### src/rtl/fetch_ctrl_pkg.sv
// Shared fetch-unit types: FSM state encoding
// and the sequential PC increment.
package fetch_ctrl_pkg;

   typedef enum logic [1:0] {
      S_IDLE = 2'd0,
      S_REQ  = 2'd1,
      S_WAIT = 2'd2,
      S_HOLD = 2'd3
   } fetch_state_t;

   localparam int unsigned PC_INC = 4;

endpackage

### src/rtl/fetch_ctrl_if.sv
// Fetch bundle: imem request/response, decode
// handshake and redirect inputs.
interface fetch_ctrl_if #(
   parameter int XLEN = 32
);

   logic            imem_req_valid;
   logic            imem_req_ready;
   logic [XLEN-1:0] imem_req_addr;
   logic            imem_rsp_valid;
   logic [31:0]     imem_rsp_data;
   logic            instr_valid;
   logic            instr_ready;
   logic [31:0]     instr_data;
   logic [XLEN-1:0] instr_pc;
   logic            redirect_valid;
   logic [XLEN-1:0] redirect_base;
   logic [XLEN-1:0] redirect_imm;

   modport master (
      output imem_req_valid,
      output imem_req_addr,
      input  imem_req_ready,
      input  imem_rsp_valid,
      input  imem_rsp_data,
      output instr_valid,
      output instr_data,
      output instr_pc,
      input  instr_ready,
      input  redirect_valid,
      input  redirect_base,
      input  redirect_imm
   );

   modport slave (
      input  imem_req_valid,
      input  imem_req_addr,
      output imem_req_ready,
      output imem_rsp_valid,
      output imem_rsp_data,
      input  instr_valid,
      input  instr_data,
      input  instr_pc,
      output instr_ready,
      output redirect_valid,
      output redirect_base,
      output redirect_imm
   );

endinterface

### src/rtl/fetch_ctrl_fsm.sv
// Fetch sequencing FSM: one outstanding imem
// request, drop tracking, registered strobes.
module fetch_ctrl_fsm
   import fetch_ctrl_pkg::*;
(
   input  logic clk,
   input  logic rst,
   input  logic req_ready,
   input  logic rsp_valid,
   input  logic instr_ready,
   input  logic redirect,
   output logic req_valid,
   output logic instr_valid,
   output logic capture
);

   fetch_state_t state;
   logic         drop;

   // A response is kept only if nothing made it stale.
   assign capture = (state == S_WAIT)
                  & rsp_valid
                  & ~drop
                  & ~redirect;

   always_ff @(posedge clk) begin
      if (rst) begin
         state       <= S_IDLE;
         drop        <= 1'b0;
         req_valid   <= 1'b0;
         instr_valid <= 1'b0;
      end else begin
         unique case (state)
            S_IDLE: begin
               state     <= S_REQ;
               req_valid <= 1'b1;
            end
            S_REQ: begin
               if (req_ready) begin
                  state     <= S_WAIT;
                  req_valid <= 1'b0;
                  drop      <= redirect;
               end
            end
            S_WAIT: begin
               if (rsp_valid) begin
                  drop <= 1'b0;
                  if (drop || redirect) begin
                     state     <= S_REQ;
                     req_valid <= 1'b1;
                  end else begin
                     state       <= S_HOLD;
                     instr_valid <= 1'b1;
                  end
               end else if (redirect) begin
                  drop <= 1'b1;
               end
            end
            S_HOLD: begin
               if (redirect || instr_ready) begin
                  state       <= S_REQ;
                  instr_valid <= 1'b0;
                  req_valid   <= 1'b1;
               end
            end
         endcase
      end
   end

endmodule

### src/rtl/fetch_ctrl.sv
// Instruction fetch controller: owns the PC and
// the instruction holding register toward decode.
module fetch_ctrl
   import fetch_ctrl_pkg::*;
#(
   parameter int              XLEN     = 32,
   parameter logic [XLEN-1:0] RESET_PC = '0
) (
   input  logic         clk,
   input  logic         rst,
   fetch_ctrl_if.master bus
);

   logic [XLEN-1:0] pc;
   logic [XLEN-1:0] target;
   logic [XLEN-1:0] pc_seq;
   logic [31:0]     data_q;
   logic [XLEN-1:0] ipc_q;
   logic            req_valid;
   logic            instr_valid;
   logic            capture;

   fetch_ctrl_fsm u_fsm (
      .clk         (clk),
      .rst         (rst),
      .req_ready   (bus.imem_req_ready),
      .rsp_valid   (bus.imem_rsp_valid),
      .instr_ready (bus.instr_ready),
      .redirect    (bus.redirect_valid),
      .req_valid   (req_valid),
      .instr_valid (instr_valid),
      .capture     (capture)
   );

   // Both adders wrap modulo 2^XLEN.
   assign target = bus.redirect_base
                 + bus.redirect_imm;
   assign pc_seq = pc + XLEN'(PC_INC);

   always_ff @(posedge clk) begin
      if (rst) begin
         pc     <= RESET_PC;
         data_q <= '0;
         ipc_q  <= '0;
      end else begin
         if (bus.redirect_valid) begin
            pc <= target;
         end else if (capture) begin
            pc <= pc_seq;
         end
         if (capture) begin
            data_q <= bus.imem_rsp_data;
            ipc_q  <= pc;
         end
      end
   end

   assign bus.imem_req_valid = req_valid;
   assign bus.imem_req_addr  = pc;
   assign bus.instr_valid    = instr_valid;
   assign bus.instr_data     = data_q;
   assign bus.instr_pc       = ipc_q;

endmodule

### src/flat_wrapper.sv
// flat-port wrapper written by rule: the top's interface ports become plain ports
module fetch_ctrl_flat import fetch_ctrl_pkg::*;
#(
   parameter int              XLEN     = 32,
   parameter logic [XLEN-1:0] RESET_PC = '0
)
  (clk, rst, bus_imem_req_valid, bus_imem_req_addr, bus_imem_req_ready, bus_imem_rsp_valid, bus_imem_rsp_data, bus_instr_valid, bus_instr_data, bus_instr_pc, bus_instr_ready, bus_redirect_valid, bus_redirect_base, bus_redirect_imm);
  fetch_ctrl_if #(.XLEN(XLEN)) bus_i ();
  input  logic clk;
  input  logic rst;
  output wire logic [$bits(bus_i.imem_req_valid)-1:0] bus_imem_req_valid;
  output wire logic [$bits(bus_i.imem_req_addr)-1:0] bus_imem_req_addr;
  input wire logic [$bits(bus_i.imem_req_ready)-1:0] bus_imem_req_ready;
  input wire logic [$bits(bus_i.imem_rsp_valid)-1:0] bus_imem_rsp_valid;
  input wire logic [$bits(bus_i.imem_rsp_data)-1:0] bus_imem_rsp_data;
  output wire logic [$bits(bus_i.instr_valid)-1:0] bus_instr_valid;
  output wire logic [$bits(bus_i.instr_data)-1:0] bus_instr_data;
  output wire logic [$bits(bus_i.instr_pc)-1:0] bus_instr_pc;
  input wire logic [$bits(bus_i.instr_ready)-1:0] bus_instr_ready;
  input wire logic [$bits(bus_i.redirect_valid)-1:0] bus_redirect_valid;
  input wire logic [$bits(bus_i.redirect_base)-1:0] bus_redirect_base;
  input wire logic [$bits(bus_i.redirect_imm)-1:0] bus_redirect_imm;
  assign bus_imem_req_valid = bus_i.imem_req_valid;
  assign bus_imem_req_addr = bus_i.imem_req_addr;
  assign bus_i.imem_req_ready = bus_imem_req_ready;
  assign bus_i.imem_rsp_valid = bus_imem_rsp_valid;
  assign bus_i.imem_rsp_data = bus_imem_rsp_data;
  assign bus_instr_valid = bus_i.instr_valid;
  assign bus_instr_data = bus_i.instr_data;
  assign bus_instr_pc = bus_i.instr_pc;
  assign bus_i.instr_ready = bus_instr_ready;
  assign bus_i.redirect_valid = bus_redirect_valid;
  assign bus_i.redirect_base = bus_redirect_base;
  assign bus_i.redirect_imm = bus_redirect_imm;
  fetch_ctrl #(.XLEN(XLEN), .RESET_PC(RESET_PC)) u_core (.clk(clk), .rst(rst), .bus(bus_i));
endmodule
### config.mk
export PLATFORM = sky130hd
export DESIGN_NAME = fetch_ctrl_flat
export DESIGN_NICKNAME = d
export VERILOG_FILES = /design/src/rtl/fetch_ctrl_pkg.sv /design/src/rtl/fetch_ctrl_if.sv /design/src/rtl/fetch_ctrl_fsm.sv /design/src/rtl/fetch_ctrl.sv /design/src/flat_wrapper.sv
export SDC_FILE = /design/constraint.sdc
export NUM_CORES = 1
export LEC_CHECK = 0
export CORE_ASPECT_RATIO = 1.1
export CORE_MARGIN = 10
export CORE_UTILIZATION = 40
export DETAILED_ROUTE_END_ITERATION = 16
export PLACE_DENSITY = 0.8
export SKIP_LAST_GASP = 1
export SLEW_MARGIN = 0
export SYNTH_ARGS = -nofsm -noshare
export SYNTH_HDL_FRONTEND = slang
export SYNTH_SLANG_ARGS = --single-unit
### constraint.sdc
create_clock -name clk -period 3.03 [get_ports clk]
set_input_delay 0.606 -clock clk [delete_from_list [all_inputs] [get_ports clk]]
set_output_delay 0.606 -clock clk [all_outputs]
set_load 0.05 [all_outputs]
==> run_results.csv, run 1 <==
group,metric,value,unit
status,status,"completed",
finish,multiInputGateArea,0.003817,mm2
routing,first_pass_iters,5,
finish,fin_nets,1157,
finish,layout.cells.non_filler,1220,
pwr,p_per_area,414.2,mW/mm2
yosys,async_reset_ff_share,0,%
yosys,synthSimpleGateAreaFrac,23.83,%
finish,nFillCells,1379,
placed_design,place.gp.congestion,0.9450,
yosys,ys_seq_elements,101,
routing,wire_per_inst,16.21,um
timing,rsz0062_at_grt,"no",
routing,route.detailed.drc,0,
timing,worst_slew_pin_slew,0.6721,ns
pwr,pwr-share-clk,29.0,%
timing,period_share,95.62,%
timing,skew,0.006565,ns
pwr,sw_frac_of_total,32.80,%
routing,ant_nets,0,
yosys,yosys.area_share.adder,7.597,%
yosys,synth_compound_area_share,22.40,%
yosys,synth_top_family_by_area,"simple AND/OR/NAND/NOR gates",
grt,antenna_found_initial,0,
yosys,yosysUniqueCellTypes,60,
cts,h-tree-depth,3,
floorplanning,die_w,137.1,um
critical_path,critPathTopFamily,"compound AO/OA/AOI/OAI gates",
floorplanning,core_region_area,0.01494,mm2
critical_path,cp_common_cell,"buf_4",
floorplanning,design.die.area,0.02039,mm2
critical_path,slowest_delay,0.51,ns
routing,via_count,6425,
grt,grt_pass1_vias,6148,
grt,grt_usage,18.46,%
finish,n_antenna_cell,0,
yosys,post_synth_inst_count,796,
timing,finalSetupViolCount,0,
floorplanning,dieHeight,148.8,um
timing,final.setup.tns,0,ns
routing,drtIter0Drc,370,
flow_run,cap_violations,0,
finish,syn_to_final_growth,47.61,%
critical_path,cp_slowest_cell,"clkdlybuf4s50_1",
critical_path,criticalPathCategory,"input port to flip-flop",
yosys,synth.area.mux_share,0.4981,%
critical_path,path_buf_inv,3,
yosys,synth_edf_count,0,
grt,grt_max_degree,66,
timing,fin_ws,0.1326,ns
placed_design,pre_cts_ws,-0.5195,ns
placed_design,dp_hpwl,15440,um
grt,grt_overflow_total,0,
yosys,yosysWarnings,0,
cts,clockBufferDepth,2,
cts,cts_buffers,9,
grt,grt_pass1_wl,31160,um
pwr,p_leak,3.314,nW
critical_path,crit_chain,"clkdlybuf4s50_1 -> ha_4 -> a21o_1 -> o21bai_1 -> buf_4 -> o2111ai_1 -> o21ai_0 -> a41oi_1 -> buf_4 -> o211ai_1 -> xnor2_1 -> o22ai_1",
pwr,power,3.686,mW
pwr,p_seq_share,39.7,%
worst_hold_path,hold_class,"flip-flop to flip-flop",
placed_design,place_inst,1203,
yosys,ys_seq_area_share,33.54,%
pwr,pwr-share-comb,31.2,%
critical_path,critical_path_required,3.25,ns
critical_path,crit_path_end_kind,"flip-flop",
placed_design,dpl-instance-area,0.008496,mm2
yosys,synth-xor-area-share,6.974,%
cts,cts_sinks,101,
routing,routed_wl,19770,um
yosys,synth.cell_area,0.006028,mm2
pwr,internal-power,2.477,mW
floorplanning,row_count,47,
yosys,postSynthAreaPerCell,7.573,um2
finish,layout.cell_area.non_filler,0.008899,mm2
floorplanning,io_pins,200,
finish,drive_above_1_share,9.570,%
cts,cts_tree,"done",
timing,finalHoldViolCount,0,
pwr,p_sw,1.209,mW
critical_path,cp_max_fo,4,
floorplanning,start_util,40.36,%
cts,clock_latency,0.34,ns
yosys,synth_nets,934,
timing,clock.fmax,345.1,MHz
cts,clkTransAtPathRegs,0.07,ns
finish,register_area,0.002022,mm2
routing,via_per_inst,5.266,
critical_path,crit_path_start_kind,"input port",
timing,slew_headroom,55.20,%
pwr,vdd_drop_max,0.2658,mV
placed_design,portBuffers,199,
critical_path,arrival,3.12,ns
cts,ctsHoldBuffers,0,
timing,fin_crit,2.897,ns
timing,slew_violations,0,
cts,root_buffer,"clkbuf_16",
yosys,synthFlopType,"dfxtp_1",
## worst min-delay path, stage by stage, from the launching register on
cell	delay [ns]
dfxtp_1	0.31
nand2_1	0.05
a21oi_1	0.05
## kinds of logic after synthesis
kind of cell / Yosys count
buffers and inverters: 73
adder cells (fa/ha/maj): 36
flip-flops: 101
XOR/XNOR: 48
AO/OA/AOI/OAI: 219
multiplexers: 3
AND/OR/NAND/NOR: 316
## power by group through the flow
stage	registers (mW)	clock network, mW	logic (mW)
after CTS	1.46	1.09	1.13
after global placement	1.49	0	1.11
after detailed placement	1.50	0	1.12
after floorplan	1.66	0	0.482
after global routing	1.47	1.14	1.25
final	1.46	1.07	1.15
## path summary, 6_finish.rpt
path,slack (ns),from,depth (start not counted),to
min reg2reg,0.45,u_core.bus.instr_data[16]$_SDFFE_PP0P_,2,u_core.bus.instr_data[16]$_SDFFE_PP0P_
min,0.45,u_core.bus.instr_data[16]$_SDFFE_PP0P_,2,u_core.bus.instr_data[16]$_SDFFE_PP0P_
max,0.13,bus_redirect_imm[4],12,u_core.bus.imem_req_addr[19]$_SDFFE_PP0N_
max reg2reg,0.57,u_core.bus.imem_req_addr[17]$_SDFFE_PP0N_,7,u_core.bus.imem_req_addr[25]$_SDFFE_PP0N_
## through the flow
stage / utilization, % / hold slack [ns]
after detailed placement: 56.88 / 0.4454
after CTS: 58.75 / 0.4546
after floorplan: - / 0.5029
after global routing: 59.57 / 0.4685
final: 59.57 / 0.4529
after global placement: 56.88 / 0.4406
## sequential cells by signal (all words and copies together) (netlist names)
register / flops
u_core.bus.imem_req_addr: 32
u_core.bus.instr_data: 32
u_core.bus.instr_pc: 32
u_core.u_fsm.state: 2
u_core.u_fsm.drop: 1
u_core.u_fsm.instr_valid: 1
u_core.u_fsm.req_valid: 1
## layout by cell type (no fill, tap or decap), types with 5 or more instances in the layout
cell               n
clkbuf_16          9
a211oi_1          17
nand3_1           19
nand2_1          163
inv_1             28
nor2b_1            5
nand4_1           14
nand2b_1           8
clkdlybuf4s50_1  195
xor2_1            16
nor2_1            55
a21oi_1          106
dfxtp_1          101
nor3_1            15
buf_4             58
nor4_1             5
o21ai_0           27
ha_1              33
o21bai_1           6
xnor2_1           32
a21o_1            13
## area by class of cell
cell class,count,area share (%)
Multi-Input combinational cell,622,42.90
Timing Repair Buffer,257,27.39
Sequential cell,101,22.72
Clock buffer,13,2.812
Tap cell,196,2.756
Inverter,28,1.181
Clock inverter,3,0.2390
## synth_stat cells (all sizes together), types with 9 or more instances
cell	n	area share, %
nand2	164	10
a21oi	108	9.0
dfxtp	101	34
nor2	55	3.4
clkbuf	38	2.4
ha	35	7.3
xnor2	32	4.6
inv	28	1.7
o21ai	28	2.3
nand3	19	1.6
nor3	19	1.7
a211oi	18	2.2
xor2	16	2.3
nand4	15	1.8
a21o	13	1.6
nand2b	9	0.93
## per-layer routing
metal / up-vias / wire length [um] / track usage (%)
met1: 2943 / 8285 / 22.53
met2: 228 / 9573 / 31.84
met5: - / 0 / 0
met3: 23 / 1566 / 4.009
li1: 3231 / - / -
met4: 0 / 348 / 5.011
## timing repair
action | 4_1_cts | 5_1_grt
resized for setup | 3 | 20
pin swaps | 3 | 10
setup buffers | 0 | 1
setup endpoints to repair | 6 | 10
Power figures use the tool's default switching activity.
==> run 2: changes to the inputs <==
--- a/config.mk
+++ b/config.mk
@@ -9,7 +9,7 @@
 export CORE_MARGIN = 10
 export CORE_UTILIZATION = 40
 export DETAILED_ROUTE_END_ITERATION = 16
-export PLACE_DENSITY = 0.8
+export PLACE_DENSITY = 0.71
 export SKIP_LAST_GASP = 1
 export SLEW_MARGIN = 0
 export SYNTH_ARGS = -nofsm -noshare
==> constraint.sdc (replaced) <==
create_clock -name clk -period 3 [get_ports clk]
set_input_delay 0.6 -clock clk [delete_from_list [all_inputs] [get_ports clk]]
set_output_delay 0.6 -clock clk [all_outputs]
set_load 0.05 [all_outputs]
==> run_results.csv, run 2 (synthesized netlist as in run 1, its figures left out) <==
group,metric,value,unit
critical_path,crit_path_start_kind,"input port",
cts,h-tree-depth,3,
floorplanning,dieHeight,148.8,um
finish,n_antenna_cell,0,
grt,antenna_found_initial,0,
cts,cts_buffers,9,
floorplanning,row_count,47,
floorplanning,start_util,40.36,%
cts,clkTransAtPathRegs,0.07,ns
finish,fin_nets,1164,
placed_design,place.gp.congestion,0.8832,
critical_path,arrival,3.21,ns
routing,ant_nets,0,
floorplanning,core_region_area,0.01494,mm2
timing,clock.fmax,342.0,MHz
grt,grt_pass1_wl,30550,um
cts,root_buffer,"clkbuf_16",
worst_hold_path,hold_class,"flip-flop to flip-flop",
timing,slew_headroom,52.71,%
cts,clockBufferDepth,2,
finish,layout_common_cells,"clkdlybuf4s50_1, nand2_1, a21oi_1, dfxtp_1, buf_4",
routing,via_count,6342,
critical_path,critical_path_required,3.29,ns
cts,cts_sinks,101,
finish,final_common_cell,"clkdlybuf4s50_1",
grt,grt_pass1_vias,6097,
timing,period_share,97.48,%
routing,via_per_inst,5.169,
pwr,p_per_area,430.9,mW/mm2
floorplanning,die_w,137.1,um
routing,drtIter0Drc,388,
timing,fin_crit,2.924,ns
finish,drive_above_1_share,9.602,%
critical_path,criticalPathCategory,"input port to flip-flop",
grt,grt_overflow_total,0,
timing,slew_violations,0,
status,status,"completed",
routing,first_pass_iters,5,
pwr,p_leak,3.362,nW
timing,finalHoldViolCount,0,
cts,clock_latency,0.34,ns
finish,fin_util,59.83,%
placed_design,portBuffers,199,
floorplanning,design.die.area,0.02039,mm2
floorplanning,io_pins,200,
timing,finalSetupViolCount,0,
cts,cts_tree,"done",
critical_path,cp_max_fo,2,
timing,skew,0.006274,ns
timing,worst_slew_pin_slew,0.7094,ns
finish,syn_to_final_growth,48.24,%
critical_path,crit_path_end_kind,"flip-flop",
placed_design,dp_hpwl,15420,um
pwr,vdd_drop_max,0.2918,mV
timing,final.setup.tns,0,ns
routing,wire_per_inst,16.01,um
routing,routed_wl,19650,um
flow_run,cap_violations,0,
routing,route.detailed.drc,0,
grt,grt_max_degree,66,
grt,grt_usage,18.21,%
## run 2: changes by cell type in the layout (fill, tap and decap cells not counted), moves of 2 or more
cell       before  now
nor3_2          4    2
nor3_1         15   17
bufinv_16       0    2
buf_4          58   65
clkinv_2        1    3
## run 2: worst max-delay path, stage by stage
cell,delay (ns)
clkdlybuf4s50_1,0.49
ha_1,0.23
a21o_1,0.19
and4_1,0.24
o211ai_1,0.29
a31oi_1,0.19
o22ai_1,0.24
o31ai_1,0.15
a2111oi_1,0.42
a211o_1,0.17
## run 2: path summary, 6_finish.rpt
check	start	to	slack, ns	depth (start not counted)
setup / recovery	bus_redirect_base[1]	u_core.bus.imem_req_addr[25]$_SDFFE_PP0N_	0.08	10
hold / removal	u_core.bus.instr_pc[25]$_SDFFE_PP0P_	u_core.bus.instr_pc[25]$_SDFFE_PP0P_	0.45	2
hold reg to reg	u_core.bus.instr_pc[25]$_SDFFE_PP0P_	u_core.bus.instr_pc[25]$_SDFFE_PP0P_	0.45	2
setup reg to reg	u_core.bus.imem_req_addr[9]$_SDFFE_PP0N_	u_core.bus.imem_req_addr[29]$_SDFFE_PP0N_	0.55	8
## run 2: repair_timing
item | CTS | global route
gates resized for setup | 5 | 12
hold buffers | 0 | 0
pin swaps | 1 | 13
setup endpoints to repair | 6 | 14
buffers inserted | 0 | 4
## run 2: power by group
group	internal [mW]	total, mW	switching, mW
clock	0.727	1.21	0.484
sequential	1.40	1.48	0.0805
combinational	0.512	1.16	0.645
## run 2: routing by layer
layer / part of all wire, % / track usage (%) / vias to the layer above / wire length (um)
li1: - / - / 3251 / -
met1: 43 / 22.28 / 2899 / 8502
met2: 49 / 31.21 / 172 / 9586
met3: 6.3 / 4.077 / 20 / 1232
met4: 1.7 / 5.011 / 0 / 326
met5: 0 / 0 / - / 0
## run 2: final cells by class
cell class / instances / area [um2]
well taps: 196 / 245.2
multi-input cells: 622 / 3766
repair buffers: 264 / 2490
clock buffers: 11 / 232.7
fillers: 1402 / 6001
clock inverters: 5 / 75.07
inverters: 28 / 105.1
flip-flops and latches: 101 / 2022
## run 2: metrics by stage
stage               instance area (um2)  hold slack, ns  setup WS (ns)  total power, mW  cells
CTS                                8859          0.4549        0.03622            3.860   1223
floorplan                          6028          0.5029         0.2156            2.167    796
global placement                   8526          0.4400        -0.4809            2.635   1207
finish                             8936          0.4528        0.07562            3.851   1227
detailed placement                 8526          0.4459        -0.5687            2.643   1207
global route                       8936          0.4752       -0.01674            4.023   1227
==> run 3: changes to the inputs <==
--- a/config.mk
+++ b/config.mk
@@ -6,7 +6,6 @@
 export NUM_CORES = 1
 export LEC_CHECK = 0
 export CORE_ASPECT_RATIO = 1.1
-export CORE_MARGIN = 10
 export CORE_UTILIZATION = 40
 export DETAILED_ROUTE_END_ITERATION = 16
 export PLACE_DENSITY = 0.71
==> run_results.csv, run 3 (synthesized netlist as in run 1, its figures left out) <==
group,metric,value,unit
worst_hold_path,min_from,"u_core.bus.instr_pc[11]$_SDFFE_PP0P_",
timing,clock.fmax,333.4,MHz
critical_path,cp_max_fo,4,
grt,grt_pass1_vias,5898,
finish,layout_common_cells,"clkdlybuf4s50_1, nand2_1, a21oi_1, dfxtp_1, buf_4",
floorplanning,core_region_area,0.01456,mm2
routing,first_pass_iters,5,
timing,finalHoldViolCount,0,
timing,period_share,99.98,%
timing,finalSetupViolCount,0,
cts,h-tree-depth,3,
critical_path,crit_path_start_kind,"input port",
floorplanning,io_pins,200,
finish,syn_to_final_growth,49.05,%
finish,nFillCells,1328,
status,status,"completed",
grt,grt_max_degree,64,
routing,drtIter0Drc,359,
critical_path,crit_path_end_kind,"flip-flop",
cts,clkTransAtPathRegs,0.07,ns
routing,route.detailed.drc,0,
critical_path,r2r_slack,0.61,ns
timing,worst_slew_pin_slew,0.6259,ns
timing,fin_crit,2.999,ns
finish,fin_nets,1162,
timing,rsz0062_at_grt,"yes",
critical_path,r2r_start,"u_core.bus.imem_req_addr[17]$_SDFFE_PP0N_",
placed_design,portBuffers,199,
cts,root_buffer,"clkbuf_16",
cts,ctsHoldBuffers,0,
routing,routed_wl,17990,um
placed_design,dp_hpwl,13720,um
cts,clockBufferDepth,2,
pwr,p_per_area,434.1,mW/mm2
finish,fin_util,61.70,%
floorplanning,dieHeight,130.8,um
floorplanning,row_count,46,
timing,slew_headroom,57.95,%
critical_path,criticalPathCategory,"input port to flip-flop",
routing,via_count,6374,
timing,final.setup.tns,0,ns
critical_path,rr_endpoint,"u_core.bus.imem_req_addr[27]$_SDFFE_PP0N_",
flow_run,cap_violations,0,
floorplanning,design.die.area,0.01557,mm2
worst_hold_path,hold_end,"u_core.bus.instr_pc[11]$_SDFFE_PP0P_",
cts,cts_buffers,9,
floorplanning,start_util,41.40,%
timing,slew_violations,0,
routing,via_per_inst,5.220,
timing,skew,0.007665,ns
pwr,p_leak,3.349,nW
placed_design,place.gp.congestion,0.9141,
worst_hold_path,hold_class,"flip-flop to flip-flop",
critical_path,arrival,3.20,ns
routing,wire_per_inst,14.73,um
cts,cts_sinks,101,
finish,drive_above_1_share,10.20,%
pwr,vdd_drop_max,0.2712,mV
grt,grt_usage,22.88,%
grt,grt_pass1_wl,28920,um
routing,ant_nets,0,
timing,holdWs,0.4538,ns
grt,antenna_found_initial,0,
cts,clock_latency,0.34,ns
critical_path,critical_path_required,3.20,ns
floorplanning,die_w,119.1,um
finish,n_antenna_cell,0,
pwr,power,3.900,mW
finish,final_common_cell,"clkdlybuf4s50_1",
worst_hold_path,hold_depth,2,
grt,grt_overflow_total,0,
critical_path,reg2reg_depth,8,
cts,cts_tree,"done",
## run 3: worst max-delay path, cell delays in order
cell             delay (ns)
clkdlybuf4s50_1        0.51
ha_4                   0.23
a21o_1                 0.22
o21bai_2               0.23
o211ai_1               0.35
a31oi_2                0.20
o22ai_1                0.16
buf_4                  0.17
o21ai_0                0.09
xnor2_1                0.32
a211oi_2               0.12
## run 3: through the flow
step / setup slack, ns / std cells / area, um2
after floorplan: 0.2156 / 796 / 6028
after global placement: -0.4854 / 1204 / 8528
after detailed placement: -0.5267 / 1204 / 8528
after CTS: -0.001033 / 1220 / 8879
after global routing: -0.05909 / 1221 / 8985
final: 0.0005109 / 1221 / 8985
## run 3: timing repair
item | in CTS | in global routing
resized for setup | 4 | 19
setup endpoints to repair | 6 | 14
pin swaps | 1 | 10
buffers inserted | 0 | 1
## run 3: area by class of cell
type / count / area, um2 / share of cell area [%]
clock buffers: 10 / 239.0 / 2.660
multi-input cells: 622 / 3822 / 42.54
flip-flops and latches: 101 / 2022 / 22.50
inverters: 28 / 105.1 / 1.170
well taps: 192 / 240.2 / 2.674
repair buffers: 262 / 2470 / 27.49
clock inverters: 6 / 86.33 / 0.9609
## run 3: how the worst max path moves through the flow
stage	startpoint	endpoint	cells after the start
2_1_floorplan	bus_redirect_imm[0]	u_core.bus.imem_req_addr[30]$_SDFFE_PP0N_	11
3_3_place_gp	bus_redirect_imm[0]	u_core.bus.imem_req_addr[30]$_SDFFE_PP0N_	12
3_5_place_dp	bus_redirect_imm[0]	u_core.bus.imem_req_addr[30]$_SDFFE_PP0N_	12
4_1_cts	bus_redirect_imm[0]	u_core.bus.imem_req_addr[24]$_SDFFE_PP0N_	12
5_1_grt	bus_redirect_imm[4]	u_core.bus.imem_req_addr[21]$_SDFFE_PP0N_	11
6_report	bus_redirect_imm[4]	u_core.bus.imem_req_addr[21]$_SDFFE_PP0N_	11
## run 3: where the power goes
group / internal, mW / switching, mW
clock network: 0.752 / 0.501
registers: 1.40 / 0.0765
logic: 0.521 / 0.649
total: 2.67 / 1.23
## run 3: metal layers
metal,global-route usage [%],part of all wire (%)
met4,5.957,1.4
met2,40.12,48
met3,3.212,4.9
met1,29.55,45
met5,0,0
